===== config.mk =====
export PLATFORM = sky130hd
export DESIGN_NAME = flit_packetizer
export DESIGN_NICKNAME = d
export VERILOG_FILES = /design/src/rtl/noc_flit_pkg.sv /design/src/rtl/flit_encoder.sv /design/src/rtl/flit_packetizer.sv
export SDC_FILE = /design/constraint.sdc
export NUM_CORES = 1
export LEC_CHECK = 0
export BUFFER_PORTS_ARGS = -buffer_cell sky130_fd_sc_hd__buf_2
export CAP_MARGIN = 20
export CORE_MARGIN = 4
export CORE_UTILIZATION = 45
export DETAILED_ROUTE_END_ITERATION = 12
export PLACE_DENSITY_LB_ADDON = 0.05
export SKIP_CTS_REPAIR_TIMING = 1
export SLEW_MARGIN = 30
export SYNTH_ARGS = -nofsm -noshare
export SYNTH_HDL_FRONTEND = slang
export SYNTH_SLANG_ARGS = --single-unit

===== constraint.sdc =====
create_clock -name clk -period 2.8 [get_ports clk]
set_input_delay 0.14 -clock clk [delete_from_list [all_inputs] [get_ports clk]]
set_output_delay 0.14 -clock clk [all_outputs]
set_load 0.02 [all_outputs]

===== src/rtl/noc_flit_pkg.sv =====
// Shared NoC flit definitions: type codes, packetizer states, HEAD body builder.
// Latency: none (declarations and a pure function only).
// Backpressure: not applicable.
package noc_flit_pkg;

  // Type identifier carried in the flit MSBs; DEFAULT is never put on the link.
  localparam int unsigned FLIT_DEFAULT = 0;
  localparam int unsigned FLIT_HEAD    = 1;
  localparam int unsigned FLIT_PAYLOAD = 2;
  localparam int unsigned FLIT_TAIL    = 3;

  typedef enum logic [1:0] {
    S_IDLE,
    S_HEAD,
    S_BODY,
    S_TAIL
  } pkt_state_e;

  // HEAD body: dest sits directly under the type field, len in the LSBs,
  // everything between is zero. Computed wide so any width set fits; the
  // caller narrows the result to its body width.
  function automatic logic [63:0] head_body(
    input logic [31:0] dest,
    input logic [31:0] len,
    input int unsigned body_w,
    input int unsigned dest_w,
    input int unsigned len_w
  );
    logic [63:0] d;
    logic [63:0] l;
    d = {32'd0, dest} & ((64'd1 << dest_w) - 64'd1);
    l = {32'd0, len} & ((64'd1 << len_w) - 64'd1);
    return (d << (body_w - dest_w)) | l;
  endfunction

endpackage


===== src/rtl/flit_encoder.sv =====
// Assembles {type, body}: HEAD takes dest/len, PAYLOAD/TAIL take the data word.
// Latency: purely combinational.
// Backpressure: none; the caller decides when the result is loaded.
module flit_encoder
  import noc_flit_pkg::*;
#(
  parameter int DATA_WIDTH = 32,
  parameter int TYPE_WIDTH = 2,
  parameter int DEST_WIDTH = 4,
  parameter int LEN_WIDTH  = 4
) (
  input  logic [TYPE_WIDTH-1:0]            ftype,
  input  logic [DEST_WIDTH-1:0]            dest,
  input  logic [LEN_WIDTH-1:0]             len,
  input  logic [DATA_WIDTH-TYPE_WIDTH-1:0] data,
  output logic [DATA_WIDTH-1:0]            flit
);

  localparam int BODY_WIDTH = DATA_WIDTH - TYPE_WIDTH;

  // Select the body by flit type and prepend the type code.
  always_comb begin
    if (ftype == TYPE_WIDTH'(FLIT_HEAD)) begin
      flit = {ftype, BODY_WIDTH'(head_body(32'(dest), 32'(len), BODY_WIDTH, DEST_WIDTH, LEN_WIDTH))};
    end else begin
      flit = {ftype, data};
    end
  end

endmodule


===== src/rtl/flit_packetizer.sv =====
// Turns a descriptor plus payload words into HEAD, PAYLOAD*, TAIL flits.
// Latency: HEAD registered one cycle after descriptor accept; 1 flit/cycle after that.
// Backpressure: output register held while flit_ready=0; pld_ready only when it can be reloaded.
module flit_packetizer
  import noc_flit_pkg::*;
#(
  parameter int DATA_WIDTH = 32,
  parameter int TYPE_WIDTH = 2,
  parameter int DEST_WIDTH = 4,
  parameter int LEN_WIDTH  = 4
) (
  input  logic                             clk,
  input  logic                             rst,
  input  logic                             pkt_valid,
  output logic                             pkt_ready,
  input  logic [DEST_WIDTH-1:0]            pkt_dest,
  input  logic [LEN_WIDTH-1:0]             pkt_len,
  input  logic [DATA_WIDTH-TYPE_WIDTH-1:0] pld_data,
  input  logic                             pld_valid,
  output logic                             pld_ready,
  output logic [DATA_WIDTH-1:0]            flit_out,
  output logic                             flit_valid,
  input  logic                             flit_ready
);

  localparam int BODY_WIDTH = DATA_WIDTH - TYPE_WIDTH;

  pkt_state_e state_q, state_d;
  logic [LEN_WIDTH-1:0]  cnt_q, cnt_d;   // payload words still to be consumed
  logic [DATA_WIDTH-1:0] flit_q;
  logic                  vld_q, vld_d;
  logic                  load;

  logic                  accept;
  logic                  load_ok;
  logic                  want_word;
  logic                  take_pkt;
  logic                  take_word;
  logic [TYPE_WIDTH-1:0] enc_type;
  logic [BODY_WIDTH-1:0] enc_data;
  logic [DATA_WIDTH-1:0] enc_flit;

  // HEAD is only ever built in the descriptor-accept cycle, so the encoder
  // reads dest/len straight off the descriptor port; the HEAD flit sitting in
  // the output register is what keeps them afterwards.
  flit_encoder #(
    .DATA_WIDTH (DATA_WIDTH),
    .TYPE_WIDTH (TYPE_WIDTH),
    .DEST_WIDTH (DEST_WIDTH),
    .LEN_WIDTH  (LEN_WIDTH)
  ) u_encoder (
    .ftype (enc_type),
    .dest  (pkt_dest),
    .len   (pkt_len),
    .data  (enc_data),
    .flit  (enc_flit)
  );

  // Next-state, handshakes and what (if anything) to load into the output register.
  always_comb begin
    state_d  = state_q;
    cnt_d    = cnt_q;
    vld_d    = vld_q;
    load     = 1'b0;
    enc_type = TYPE_WIDTH'(FLIT_DEFAULT);
    enc_data = '0;

    accept  = vld_q && flit_ready;
    load_ok = !vld_q || flit_ready;

    // The first word is pulled in the same cycle the HEAD is accepted, so the
    // HEAD is followed by payload without a bubble; while the HEAD is stalled
    // load_ok is low and payload is left alone.
    case (state_q)
      S_HEAD:  want_word = (cnt_q != '0);
      S_BODY:  want_word = 1'b1;
      S_TAIL:  want_word = (cnt_q == LEN_WIDTH'(1));
      default: want_word = 1'b0;
    endcase

    pkt_ready = rst && (state_q == S_IDLE);
    pld_ready = rst && want_word && load_ok;
    take_pkt  = pkt_valid && pkt_ready;
    take_word = pld_valid && pld_ready;

    if (take_pkt) begin
      enc_type = TYPE_WIDTH'(FLIT_HEAD);
      load     = 1'b1;
      vld_d    = 1'b1;
      cnt_d    = pkt_len;
      state_d  = S_HEAD;
    end else if (take_word) begin
      // The last remaining word becomes the TAIL; earlier ones are PAYLOAD.
      enc_type = (cnt_q == LEN_WIDTH'(1)) ? TYPE_WIDTH'(FLIT_TAIL) : TYPE_WIDTH'(FLIT_PAYLOAD);
      enc_data = pld_data;
      load     = 1'b1;
      vld_d    = 1'b1;
      cnt_d    = cnt_q - LEN_WIDTH'(1);
      state_d  = (cnt_q <= LEN_WIDTH'(2)) ? S_TAIL : S_BODY;
    end else if (accept) begin
      if (state_q == S_HEAD && cnt_q == '0) begin
        // Empty packet: a zero-body TAIL follows the HEAD directly.
        enc_type = TYPE_WIDTH'(FLIT_TAIL);
        load     = 1'b1;
        state_d  = S_TAIL;
      end else if (state_q == S_TAIL && cnt_q == '0) begin
        vld_d   = 1'b0;
        state_d = S_IDLE;
      end else begin
        // Payload starved: the register drains, no filler flit is made.
        vld_d = 1'b0;
        if (state_q == S_HEAD) begin
          state_d = (cnt_q == LEN_WIDTH'(1)) ? S_TAIL : S_BODY;
        end
      end
    end
  end

  // State, counter and output register with synchronous active-low reset.
  always_ff @(posedge clk) begin
    if (!rst) begin
      state_q <= S_IDLE;
      cnt_q   <= '0;
      vld_q   <= 1'b0;
      flit_q  <= '0;
    end else begin
      state_q <= state_d;
      cnt_q   <= cnt_d;
      vld_q   <= vld_d;
      if (load) begin
        flit_q <= enc_flit;
      end
    end
  end

  assign flit_out   = flit_q;
  assign flit_valid = vld_q;

endmodule


== After elaboration in Yosys (flattened, before gate mapping) ==
Index checks and enable logic that the tools add are counted.

* Bits in registers: 39
* Input bits: 43

* Add/sub/neg operators: 1
* Magnitude comparators: 1
* Equal/unequal tests: 6
* Mux-type cells: 26
* Bitwise logic cells: 2
* Reductions and logical operators: 22

{| class="wikitable"
|+ Operator list
! cell !! number
|-
| $mux W30 || 3
|-
| $or A30 B4 Y30 || 1
|-
| $mux W2 || 9
|-
| $mux W1 || 11
|-
| $logic_and A1 B1 Y1 || 8
|-
| $mux W4 || 2
|-
| $reduce_bool A4 Y1 || 2
|-
| $reduce_and A2 Y1 || 3
|-
| $reduce_bool A5 Y1 || 1
|-
| $eq A2 B1 Y1 const B || 2
|-
| $eq A2 B2 Y1 const B || 2
|-
| $eq A4 B1 Y1 const B || 1
|-
| $le A4 B2 Y1 const B || 1
|-
| $logic_not A4 Y1 || 1
|-
| $reduce_bool A2 Y1 || 2
|-
| $sub A4 B1 Y4 const B || 1
|-
| $ne A3 B3 Y1 const B || 1
|-
| $pmux W1 S3 || 1
|-
| $reduce_bool A3 Y1 || 1
|-
| $logic_not A2 Y1 || 1
|-
| $reduce_or A2 Y1 || 1
|-
| $logic_not A1 Y1 || 1
|-
| $logic_or A1 B1 Y1 || 1
|-
| $not A1 Y1 || 1
|}

== Logic depth before layout (Yosys ltp) ==
* Depth after elaboration: 9
* Depth in mapped cells: 9
* Depth with buffers taken out: 7

== Modules after synthesis ==
A second synthesis with hierarchy kept.

* Cell total of the unflattened synthesis: 278
* Area, all modules: 2215.9 sq um

{| class="wikitable"
|+ Modules (own cells, without submodules)
! module !! times used !! cells each !! area an instance (sq um) !! seq. area each (sq um)
|-
| flit_packetizer || 1 || 242 || 1910.6 || 780.7
|-
| flit_encoder || 1 || 36 || 305.3 || 0.0
|}

== Worst setup path before layout ==
No wires, ideal clock.

* Kind: register to register
* Start: register cnt_q[0]
* End: register flit_q[0], in the netlist flit_out[0]
* Library setup time: 0.124 ns
* Arrival: 1.869 ns
* Data required time: 2.676 ns
* Setup slack: 0.807 ns
* Cell stages (with the launch flop): 10
* Path buffers: 2
* Period minus slack after synthesis: 1.993 ns
* Cells stage by stage: dfxtp_1 -> inv_1 -> ha_1 -> nor4b_2 -> or3b_4 -> or2_1 -> buf_6 -> buf_6 -> o21ai_1 -> a21oi_1

* Longest elaborated chain between the ends: 9
* Elaborated cells between the ends (all ways): 21
* Those cells by class: eq/ne: 2; mux: 13; reduce/logical: 6

{| class="wikitable"
|+ RTL lines
! item !! RTL line !! RTL
|-
| from (decl) || flit_packetizer.sv:29 || <nowiki>logic [LEN_WIDTH-1:0] cnt_q, cnt_d;</nowiki>
|-
| from (signal assigned) || flit_packetizer.sv:128 || <nowiki>cnt_q <= cnt_d;</nowiki>
|-
| $eq A4 B1 Y1 / $reduce_bool A4 Y1 (equally long branches) || flit_packetizer.sv:77, flit_packetizer.sv:94, flit_packetizer.sv:75 ||
|-
| $pmux W1 S3 || flit_packetizer.sv:74 || <nowiki>case (state_q)</nowiki>
|-
| $logic_and A1 B1 Y1 (2 in series) || flit_packetizer.sv:82 || <nowiki>pld_ready = rst && want_word && load_ok;</nowiki>
|-
| $logic_and A1 B1 Y1 || flit_packetizer.sv:84 || <nowiki>take_word = pld_valid && pld_ready;</nowiki>
|-
| $mux W2 || flit_packetizer.sv:92 || <nowiki>end else if (take_word) begin</nowiki>
|-
| $mux W2 || flit_packetizer.sv:86 || <nowiki>if (take_pkt) begin</nowiki>
|-
| $eq A2 B1 Y1 || flit_encoder.sv:23 || <nowiki>if (ftype == TYPE_WIDTH'(FLIT_HEAD)) begin</nowiki>
|-
| $mux W30 || flit_encoder.sv:23 ||
|-
| to (signal assigned) || flit_packetizer.sv:131 || <nowiki>flit_q <= enc_flit;</nowiki>
|-
| to (decl) || flit_packetizer.sv:30 || <nowiki>logic [DATA_WIDTH-1:0] flit_q;</nowiki>
|}

Parallel ways exist; a longest one is shown, timed or not.
A chain may end at the register's enable or synchronous reset.

== Final worst setup path ==
* Start: register cnt_q[1]
* End: register flit_q[30], in the netlist flit_out[30]

* Longest elaborated chain between the ends: 7
* Elaborated cells between the ends (all ways): 17
* Those cells by class: eq/ne: 1; mux: 10; reduce/logical: 6

{| class="wikitable"
|+ RTL lines
! item !! RTL line
|-
| $eq A4 B1 Y1 / $reduce_bool A4 Y1 (equally long branches) || flit_packetizer.sv:77, flit_packetizer.sv:94, flit_packetizer.sv:75
|-
| $pmux W1 S3 || flit_packetizer.sv:74
|-
| $logic_and A1 B1 Y1 (2 in series) || flit_packetizer.sv:82
|-
| $logic_and A1 B1 Y1 || flit_packetizer.sv:84
|-
| $mux W2 / $mux W1 (equally long branches) || flit_packetizer.sv:92
|-
| $mux W2 / $mux W1 (equally long branches) || flit_packetizer.sv:86
|}

Parallel ways exist; a longest one is shown, timed or not.

==> results_dict.tcl <==
set metrics [dict create \
    run_status "finished, final reports clean" \
    cts_root_buffer "clkbuf_8" \
    dieWidth_microns 70.8 \
    drive_gt1_share_pct 32.2 \
    cpLargestDelayFamily "simple AND/OR/NAND/NOR gates" \
    fmax_mhz 412 \
    synth_compound_area_share_pct 23.1 \
    post-route-drc-count 0 \
    start_kind "flip-flop" \
    synth_area_per_cell_sq_um 8.44 \
    synthFlopType "dfxtp_1" \
    rows 22 \
    via_per_inst 5.15 \
    multi_input_area_sq_um 885 \
    syn_inst 210 \
    gr-usage-met3_pct 7.24 \
    ys_seq_area_share_pct 44.0 \
    path_cells "inv_1 -> ha_1 -> nor3b_1 -> o221ai_1 -> or2_1 -> buf_4 -> nor2_1 -> nor3b_1" \
    slowest_stage "or2_1" \
    rsz0062_at_grt "false" \
    ant_nets 0 \
    drt_wl_total_microns 4640 \
    antenna_cells 0 \
    cpPeakStageDelay_ns 0.49 \
    finalCritPeriodShare_pct 86.8 \
    fin_ws_ns 0.370 \
    synth_nets 257 \
    max_cap_viol_count 0 \
    area_growth_pct 26.2 \
    grt_pass1_vias 1620 \
    tightest_slew_ns 0.549 \
    finalMaxSlewViolations 0 \
    grt_first_pass_wirelength_microns 7510 \
    hp-class "in2reg" \
    placed_area_sq_um 2150 \
    grt_max_degree 38 \
    synth_xor_area_share_pct 0.988 \
    seq_power_share_pct 51.3 \
    cp_common_cell "nor3b_1" \
    path_buf_inv 2 \
    ir_drop_mv 0.340 \
    cts.sinks 39 \
    dieArea_sq_um 5010 \
    pwr-share-comb_pct 17.5 \
    initial_core_util_pct 47.4 \
    n_fill_cell 376 \
    drt_iter0_drc 145 \
    finalHoldViolCount 0 \
    pwr-share-clk_pct 31.3 \
    cts_buffers 5 \
    intPower_w 0.000839 \
    swShare_pct 28.6 \
    synthSimpleGateAreaFrac_pct 22.3 \
    cts_max_path_buffers 2 \
    avgRoutedWirePerCell_microns 14.0 \
    dpl.hpwl_microns 3180 \
    dr_total_vias 1704 \
    clock_latency_ns 0.28 \
    io_pins 78 \
    synthMuxAreaShare_pct 0.565 \
    ff_latch_area_sq_um 781 \
    use_met2_pct 27.9 \
    die_y_microns 70.8 \
    yosys_warnings 0 \
    clock_skew_ns 0.00510 \
    critical_path_class "reg2reg" \
    core_area_sq_um 3740 \
    slew_headroom_pct 63.4 \
    use_met1_pct 23.7 \
    ys_ff_latch 39 \
    htree_num_levels 2 \
    preCtsSetupSlack_ns 0.371 \
    cts_tree "yes" \
    firstDrtPassIters 4 \
    stdcell_area_sq_um 2240 \
    syn_area_sq_um 1770 \
    synth_adder_area_share_pct 2.82 \
    portBuffers 77 \
    finalCriticalPeriod_ns 2.43 \
    place_congestion 0.842 \
    cp.required_ns 3.00 \
    path_clk_slew_ns 0.08 \
    grt-busiest-layer "met2" \
    ys_async_sr_fraction_pct 0 \
    grt.overflow.total 0 \
    leakage_nw 1.00 \
    antenna_found_initial 0 \
    setup-violations-final 0 \
    worst_ep_arrival_time_ns 2.63 \
    fin_setup_tns_ns 0 \
    synth_top_family_by_area "compound AO/OA/AOI/OAI gates" \
    synth_edf_count 0 \
    synth.distinct_cells 31 \
    p_switching_w 0.000336 \
    cp_max_fo 21 \
    fin_nets 329 \
    endpoint_kind "flip-flop" \
    cellPowerDensity_nw_per_um2 525 \
    grt_util_all_layers_pct 18.4 \
]
cell families after synthesis:
kind of cell,Yosys count
simple gates,82
xor+xnor,2
mux,1
fa+ha+maj,4
buf+inv,20
flops,39
compound gates,62
path summary, 6_finish.rpt:
| kind | from | slack [ns] | cells past startpoint | to |
|---|---|---|---|---|
| hold reg to reg | flit_out[5] | 0.47 | 2 | flit_out[5] |
| hold / removal | pld_data[17] | 0.08 | 3 | flit_out[17] |
| setup reg to reg | cnt_q[1] | 0.37 | 8 | flit_out[30] |
| setup / recovery | cnt_q[1] | 0.37 | 8 | flit_out[30] |
sequential cells by signal, indices dropped and copies added, names as in the netlist:
name and count:
flit_out 32, state_q 2, cnt_q 4, flit_valid 1
layout by cell type, fill, tap and decap left out, drive strengths merged:
cell,Yosys,final
buf,9,80
dfxtp,39,39
nand2,38,38
nand3,25,25
a21boi,25,25
o21ai,13,13
a21oi,10,10
o31ai,8,8
clkbuf,6,6
inv,5,5
nor3,5,5
ha,4,4
nor2,4,4
nor3b,3,3
and2,3,3
xnor2,2,2
o21a,2,2
nor4b,1,1
o221ai,1,1
or3b,1,1
or2,1,1
mux2i,1,1
o311a,1,1
and3,1,1
a211oi,1,1
a31oi,1,1
clkinv,0,1
clkinvlp,0,1
metrics by stage:
step | total power [W] | std cells | util, % | hold WS (ns)
after global routing | 0.00124 | 331 | 59.8 | 0.0707
after floorplan | 0.000746 | 210 | - | 0.267
after global placement | 0.000819 | 323 | 57.5 | 0.384
after CTS | 0.00119 | 331 | 59.7 | 0.0754
after detailed placement | 0.000820 | 323 | 57.5 | 0.386
final | 0.00118 | 331 | 59.8 | 0.0845
synthesized netlist by cell type (4+ instances only):
cell type	instances	area share, %
dfxtp_1	39	44
nand2_1	38	8.0
nand3_1	25	7.1
a21boi_1	19	8.0
a21oi_1	10	2.8
o21ai_0	9	2.5
o31ai_1	8	3.4
a21boi_0	6	2.5
clkbuf_1	6	1.3
inv_1	5	1.1
nor3_1	5	1.4
buf_6	4	2.5
ha_1	4	2.8
o21ai_1	4	1.1
worst min-delay path, cell delays in order:
cell	delay, ns
buf_2	0.09
nand2_1	0.04
a21boi_1	0.05
cell type report:
type,instances,share of cell area [%]
Timing Repair Buffer,80,18.2
Tap cell,48,2.68
Clock inverter,2,0.559
Sequential cell,39,34.9
Clock buffer,6,3.24
Inverter,5,0.839
Multi-Input combinational cell,151,39.5
per-layer routing:
layer / vias up / wire [microns]
li1: 873 / -
met1: 760 / 2110
met2: 65 / 2050
met3: 6 / 423
met4: 0 / 54
met5: - / 0
power groups by stage:
stage	clock, W	combinational [W]	sequential, W
after global routing	0.000404	0.000230	0.000606
final	0.000367	0.000206	0.000603
after global placement	0	0.000205	0.000614
after detailed placement	0	0.000206	0.000615
after floorplan	0	0.000111	0.000635
after CTS	0.000380	0.000207	0.000602
Power figures use the tool's default switching activity.
